**src/rtl/fifo_stream_framer.sv**
```systemverilog
// fifo_stream_framer: pops words from a synchronous FIFO, buffers them in a
// 2-entry queue to hide the FIFO read latency, and presents them as a
// valid/ready stream with every FRAME_LEN-th word tagged m_last.
module fifo_stream_framer #(
  parameter int FIFO_WIDTH = 16,
  parameter int FRAME_LEN  = 4,
  parameter int CNT_W      = 16
) (
  input  logic                  clk,
  input  logic                  rst_n,
  input  logic                  en,
  input  logic                  fifo_empty,
  input  logic [FIFO_WIDTH-1:0] fifo_dout,
  output logic                  fifo_rd_en,
  output logic                  m_valid,
  input  logic                  m_ready,
  output logic [FIFO_WIDTH-1:0] m_data,
  output logic                  m_last,
  output logic [CNT_W-1:0]      frames_done,
  output logic                  busy
);

  localparam int IDX_W = (FRAME_LEN > 2) ? $clog2(FRAME_LEN) : 1;
  localparam logic [IDX_W-1:0] LAST_IDX = IDX_W'(FRAME_LEN - 1);

  typedef enum logic [1:0] {
    IDLE,
    RUN,
    FINISH
  } state_t;

  state_t                  state;
  logic [IDX_W-1:0]        issue_idx;
  logic                    inflight;
  logic                    inflight_last;
  logic [1:0]              occ;
  logic [FIFO_WIDTH-1:0]   head_data;
  logic                    head_last;
  logic [FIFO_WIDTH-1:0]   tail_data;
  logic                    tail_last;

  logic                    pop;
  logic [2:0]              fill;
  logic [2:0]              limit;
  logic                    issuing_state;

  assign m_valid = (occ != 2'd0);
  assign m_data  = head_data;
  assign m_last  = head_last;
  assign busy    = (state != IDLE) || (occ != 2'd0) || inflight;

  // Issue a read only when a buffer slot will be free for its data; a word
  // popped this cycle frees a slot, hence the intentional m_ready path.
  // A new frame is never started once en has dropped.
  always_comb begin
    pop           = m_valid && m_ready;
    fill          = {1'b0, occ} + {2'b00, inflight};
    limit         = 3'd2 + {2'b00, pop};
    issuing_state = (state == RUN) || (state == FINISH);
    fifo_rd_en    = !fifo_empty && (fill < limit) && issuing_state &&
                    (en || (issue_idx != '0));
  end

  // FSM, read-issue bookkeeping, output buffer and frame counter.
  always_ff @(posedge clk or negedge rst_n) begin
    if (!rst_n) begin
      state         <= IDLE;
      issue_idx     <= '0;
      inflight      <= 1'b0;
      inflight_last <= 1'b0;
      occ           <= 2'd0;
      head_data     <= '0;
      head_last     <= 1'b0;
      tail_data     <= '0;
      tail_last     <= 1'b0;
      frames_done   <= '0;
    end else begin
      inflight      <= fifo_rd_en;
      inflight_last <= fifo_rd_en && (issue_idx == LAST_IDX);
      if (fifo_rd_en) begin
        issue_idx <= (issue_idx == LAST_IDX) ? '0 : issue_idx + IDX_W'(1);
      end

      case ({inflight, pop})
        2'b01: begin
          head_data <= tail_data;
          head_last <= tail_last;
          occ       <= occ - 2'd1;
        end
        2'b10: begin
          if (occ == 2'd0) begin
            head_data <= fifo_dout;
            head_last <= inflight_last;
          end else begin
            tail_data <= fifo_dout;
            tail_last <= inflight_last;
          end
          occ <= occ + 2'd1;
        end
        2'b11: begin
          if (occ == 2'd1) begin
            head_data <= fifo_dout;
            head_last <= inflight_last;
          end else begin
            head_data <= tail_data;
            head_last <= tail_last;
            tail_data <= fifo_dout;
            tail_last <= inflight_last;
          end
        end
        default: begin
        end
      endcase

      if (pop && head_last) begin
        frames_done <= frames_done + CNT_W'(1);
      end

      case (state)
        IDLE: begin
          if (en) state <= RUN;
        end
        RUN: begin
          if (!en) state <= (issue_idx == '0) ? IDLE : FINISH;
        end
        FINISH: begin
          if (en) state <= RUN;
          else if (issue_idx == '0) state <= IDLE;
        end
        default: state <= IDLE;
      endcase
    end
  end

  a_no_overflow: assert property (@(posedge clk) disable iff (!rst_n)
    !(inflight && !pop && (occ == 2'd2)));

endmodule

```
**config.mk**
```make
export PLATFORM = sky130hd
export DESIGN_NAME = fifo_stream_framer
export DESIGN_NICKNAME = d
export VERILOG_FILES = /design/src/rtl/fifo_stream_framer.sv
export SDC_FILE = /design/constraint.sdc
export NUM_CORES = 1
export LEC_CHECK = 0
export ABC_AREA = 0
export ABC_CLOCK_PERIOD_IN_PS = 4600
export CORE_AREA = 2 2 81 83
export CTS_CLUSTER_SIZE = 25
export DETAILED_ROUTE_END_ITERATION = 10
export DIE_AREA = 0 0 83 85
export DONT_BUFFER_PORTS = 1
export PLACE_DENSITY = 0.68
export REMOVE_ABC_BUFFERS = 1
export SKIP_CTS_REPAIR_TIMING = 1
export SLEW_MARGIN = 20
export SYNTH_ARGS = -nofsm -noshare
export SYNTH_HDL_FRONTEND = slang
export SYNTH_SLANG_ARGS = --single-unit
export TNS_END_PERCENT = 20
```
**constraint.sdc**
```tcl
create_clock -name clk -period 4.6 [get_ports clk]
set_input_delay 0.23 -clock clk [delete_from_list [all_inputs] [get_ports clk]]
set_output_delay 0.23 -clock clk [all_outputs]
set_load 0.02 [all_outputs]
```
==> flow_summary.json <==
{
  "synth_cell_types": 38,
  "pre_cts_slack_ns": 2.064,
  "synth.avg_cell_area_sq_um": 11.98,
  "longest_individual_stage_delay_on_the_worst_path_ns": 0.70,
  "post_dr_vias_cell": 5.304,
  "wire_length_per_cell_um": 15.46,
  "period_share_pct": 55.40,
  "wirelength_um": 4825,
  "classification_of_the_worst_slack_hold_path": "input port to register",
  "min_delay_path_depth": 1,
  "ios": 57,
  "normalized_max_slew_margin_pct": 41.53,
  "fp-row-count": 29,
  "drtIter0Drc": 96,
  "floorplan.die.width_um": 83,
  "grt-ovfl-total": 0,
  "p_per_area_nw_per_um2": 660.7,
  "layout_overhead_on_the_synthesized_area_pct": 9.797,
  "antennaDiodeCount": 0,
  "timing.critical_path.from_type": "register",
  "cts.reportedPaths.clkPinSlew_ns": 0.06,
  "stdcell_area_sq_um": 2973,
  "largest_vdd_supply_drop_mv": 0.3401,
  "fin_ws_ns": 2.052,
  "postRouteAntennaNets": 0,
  "r2r_cells": 9,
  "numPlacedInstances": 295,
  "rsz0062_at_grt": "no",
  "post_synth_inst_count": 226,
  "hold_path_startpoint": "fifo_dout[0]",
  "drc": 0,
  "synth_top_cells_by_area": "sky130_fd_sc_hd__dfrtp_1 (54%), sky130_fd_sc_hd__mux2_2 (7.5%), sky130_fd_sc_hd__ha_1 (6.0%)",
  "report.final.hold_viol_count": 0,
  "setup_tns_ns": 0,
  "place.port_buffers": 0,
  "synth_area_sq_um": 2708,
  "initial_utilization_pct": 43.64,
  "worstHoldEndpoint": "tail_data[0]",
  "report.final.slew_viol_count": 0,
  "crit_buf_inv": 2,
  "max_freq_mhz": 392.4,
  "die_y_um": 85,
  "timing.setup.critical_path_class": "register to register",
  "coreArea_sq_um": 6205,
  "number_of_flops_mapped_to_enable_cells_by_yosys": 0,
  "timing.reg2reg.setup_slack_ns": 2.05,
  "synth_common_cells": "sky130_fd_sc_hd__dfrtp_1 (58), sky130_fd_sc_hd__nand2_1 (28), sky130_fd_sc_hd__mux2_2 (18)",
  "grt_pass1_wl_um": 8093,
  "crit_chain": "inv_1 > ha_1 > nand2b_4 > inv_1 > ha_1 > nand2_1 > a21boi_2 > a22oi_1 > o21ai_0",
  "final_layout_net_count": 265,
  "worst_ep_required_time_ns": 4.86,
  "place.gp.congestion": 0.7832,
  "detailedPlacementHpwl_um": 3239,
  "total_power_mw": 1.964,
  "stdcell_count": 312,
  "worst_r2r_startpoint": "occ[0]",
  "cts_inserted_buffers": 9,
  "drive_above_1_share_pct": 19.15,
  "final_setup_violation_count": 0,
  "placement.cell_area_sq_um": 2750,
  "drv_cap": 0,
  "timing.rr.end": "m_data[1]",
  "fillers": 568,
  "design.die.area_sq_um": 7055,
  "critical-path-slowest-cell": "sky130_fd_sc_hd__a21boi_2",
  "finalClockSkew_ns": 0.007481,
  "fin_worst_hold_slack_ns": 0.03384,
  "tritoncts": "built",
  "synth-seq-area-share_pct": 53.60,
  "clock_sinks": 58,
  "yosys_most_used_dff": "sky130_fd_sc_hd__dfrtp_1",
  "cts_htree_levels": 3,
  "grt_start_max_net_pins": 59,
  "worstSkewPairLatency_ns": 0.34,
  "synth-async-reset-ratio_pct": 100.0,
  "utilization_pct": 47.91,
  "timing_worst_slew_pin_value_ns": 0.8720,
  "first_global_vias": 1591,
  "yosysTopAreaCellShare_pct": 53.60,
  "crit_path_end_kind": "register",
  "synthesis.yosys.warnings": 0,
  "detail_route.first_pass.iterations": 4,
  "synth.largest_area_cell": "sky130_fd_sc_hd__dfrtp_1",
  "cp.arrival_ns": 2.81,
  "dr_total_vias": 1655,
  "grt_antenna_before_repair": 0,
  "cp_max_fo": 17,
  "post-synth-top-count-cell": "sky130_fd_sc_hd__dfrtp_1",
  "cts_max_path_bufs": 2,
  "status": "finished clean",
  "cts_root_buffer": "sky130_fd_sc_hd__clkbuf_8",
  "grtUsageTotal_pct": 14.82,
  "power_leakage_nw": 1.408,
  "period_minus_slack_ns": 2.548,
  "ys_ff_latch": 58,
  "critical_path.top_delay_family": "compound AO/OA/AOI/OAI gates"
}
[registers in the layout, summed over array words and instances (netlist names), 2 cells and up]
signal,flops
m_data,16
occ,2
frames_done,16
state,2
tail_data,16
issue_idx,2
[how the worst max path moves through the flow]
stage / startpoint / end / slack, ns / cells after the start
floorplan: occ[0] / tail_data[0] / 2.53 / 9
global placement: occ[0] / m_data[12] / 2.20 / 9
detailed placement: occ[0] / m_data[11] / 2.06 / 9
CTS: occ[0] / m_data[1] / 2.05 / 9
global route: occ[1] / m_data[14] / 1.80 / 9
finish: occ[0] / m_data[1] / 2.05 / 9
[cell families (layout without fill, tap and decap cells)]
kind of cell	count (synthesis)	count (layout)	share of synthesized area, %
buffers and inverters	20	29	3.650
adder cells (fa/ha/maj)	13	13	6.008
flip-flops	58	58	53.60
multiplexers	21	21	8.965
AND/OR/NAND/NOR	55	55	11.88
XOR/XNOR	17	17	5.499
AO/OA/AOI/OAI	42	42	10.40
[metal layers]
layer | share of wire [%] | vias up | GRT usage [%]
met5 | 0 | - | 0
met4 | 2.2 | 0 | 7.601
met3 | 5.6 | 11 | 6.226
met2 | 48 | 38 | 22.58
met1 | 44 | 809 | 18.10
li1 | - | 797 | -
[where the power goes]
| group | total [mW] | internal (mW) | switching (mW) |
|---|---|---|---|
| clock network | 0.449 | 0.260 | 0.189 |
| logic | 0.610 | 0.293 | 0.317 |
| registers | 0.905 | 0.692 | 0.212 |
[layout make-up]
class	instances	area, sq um	area share [%]
multi-input cells	148	1157	38.93
repair buffers	2	37.54	1.263
flip-flops and latches	58	1451	48.82
clock buffers	12	145.1	4.882
clock inverters	3	40.04	1.347
inverters	12	45.04	1.515
well taps	77	96.34	3.241
[worst reg2reg max path: cells and delay by family (launching register included)]
family | cells | cell delay (ns)
DFF | 1 | 0.42
AOI/OAI and AO/OA | 3 | 1.05
and+or+nand+nor | 2 | 0.31
adders and majority gates | 2 | 0.52
buffers and inverters | 2 | 0.17
[cells in the final DEF (no fill, tap or decap), drive strengths merged, types with 3 or more instances in the layout]
master  netlist  final
xnor2        12     12
nor2          5      5
nand2b        3      3
xor2          5      5
nand3         4      4
nand4         3      3
inv          12     12
a22oi        17     17
nand2        29     29
clkbuf        1     12
dfrtp        58     58
mux2         20     20
o21ai        20     20
ha           13     13
No activity file was read; power rests on OpenSTA's default activity.
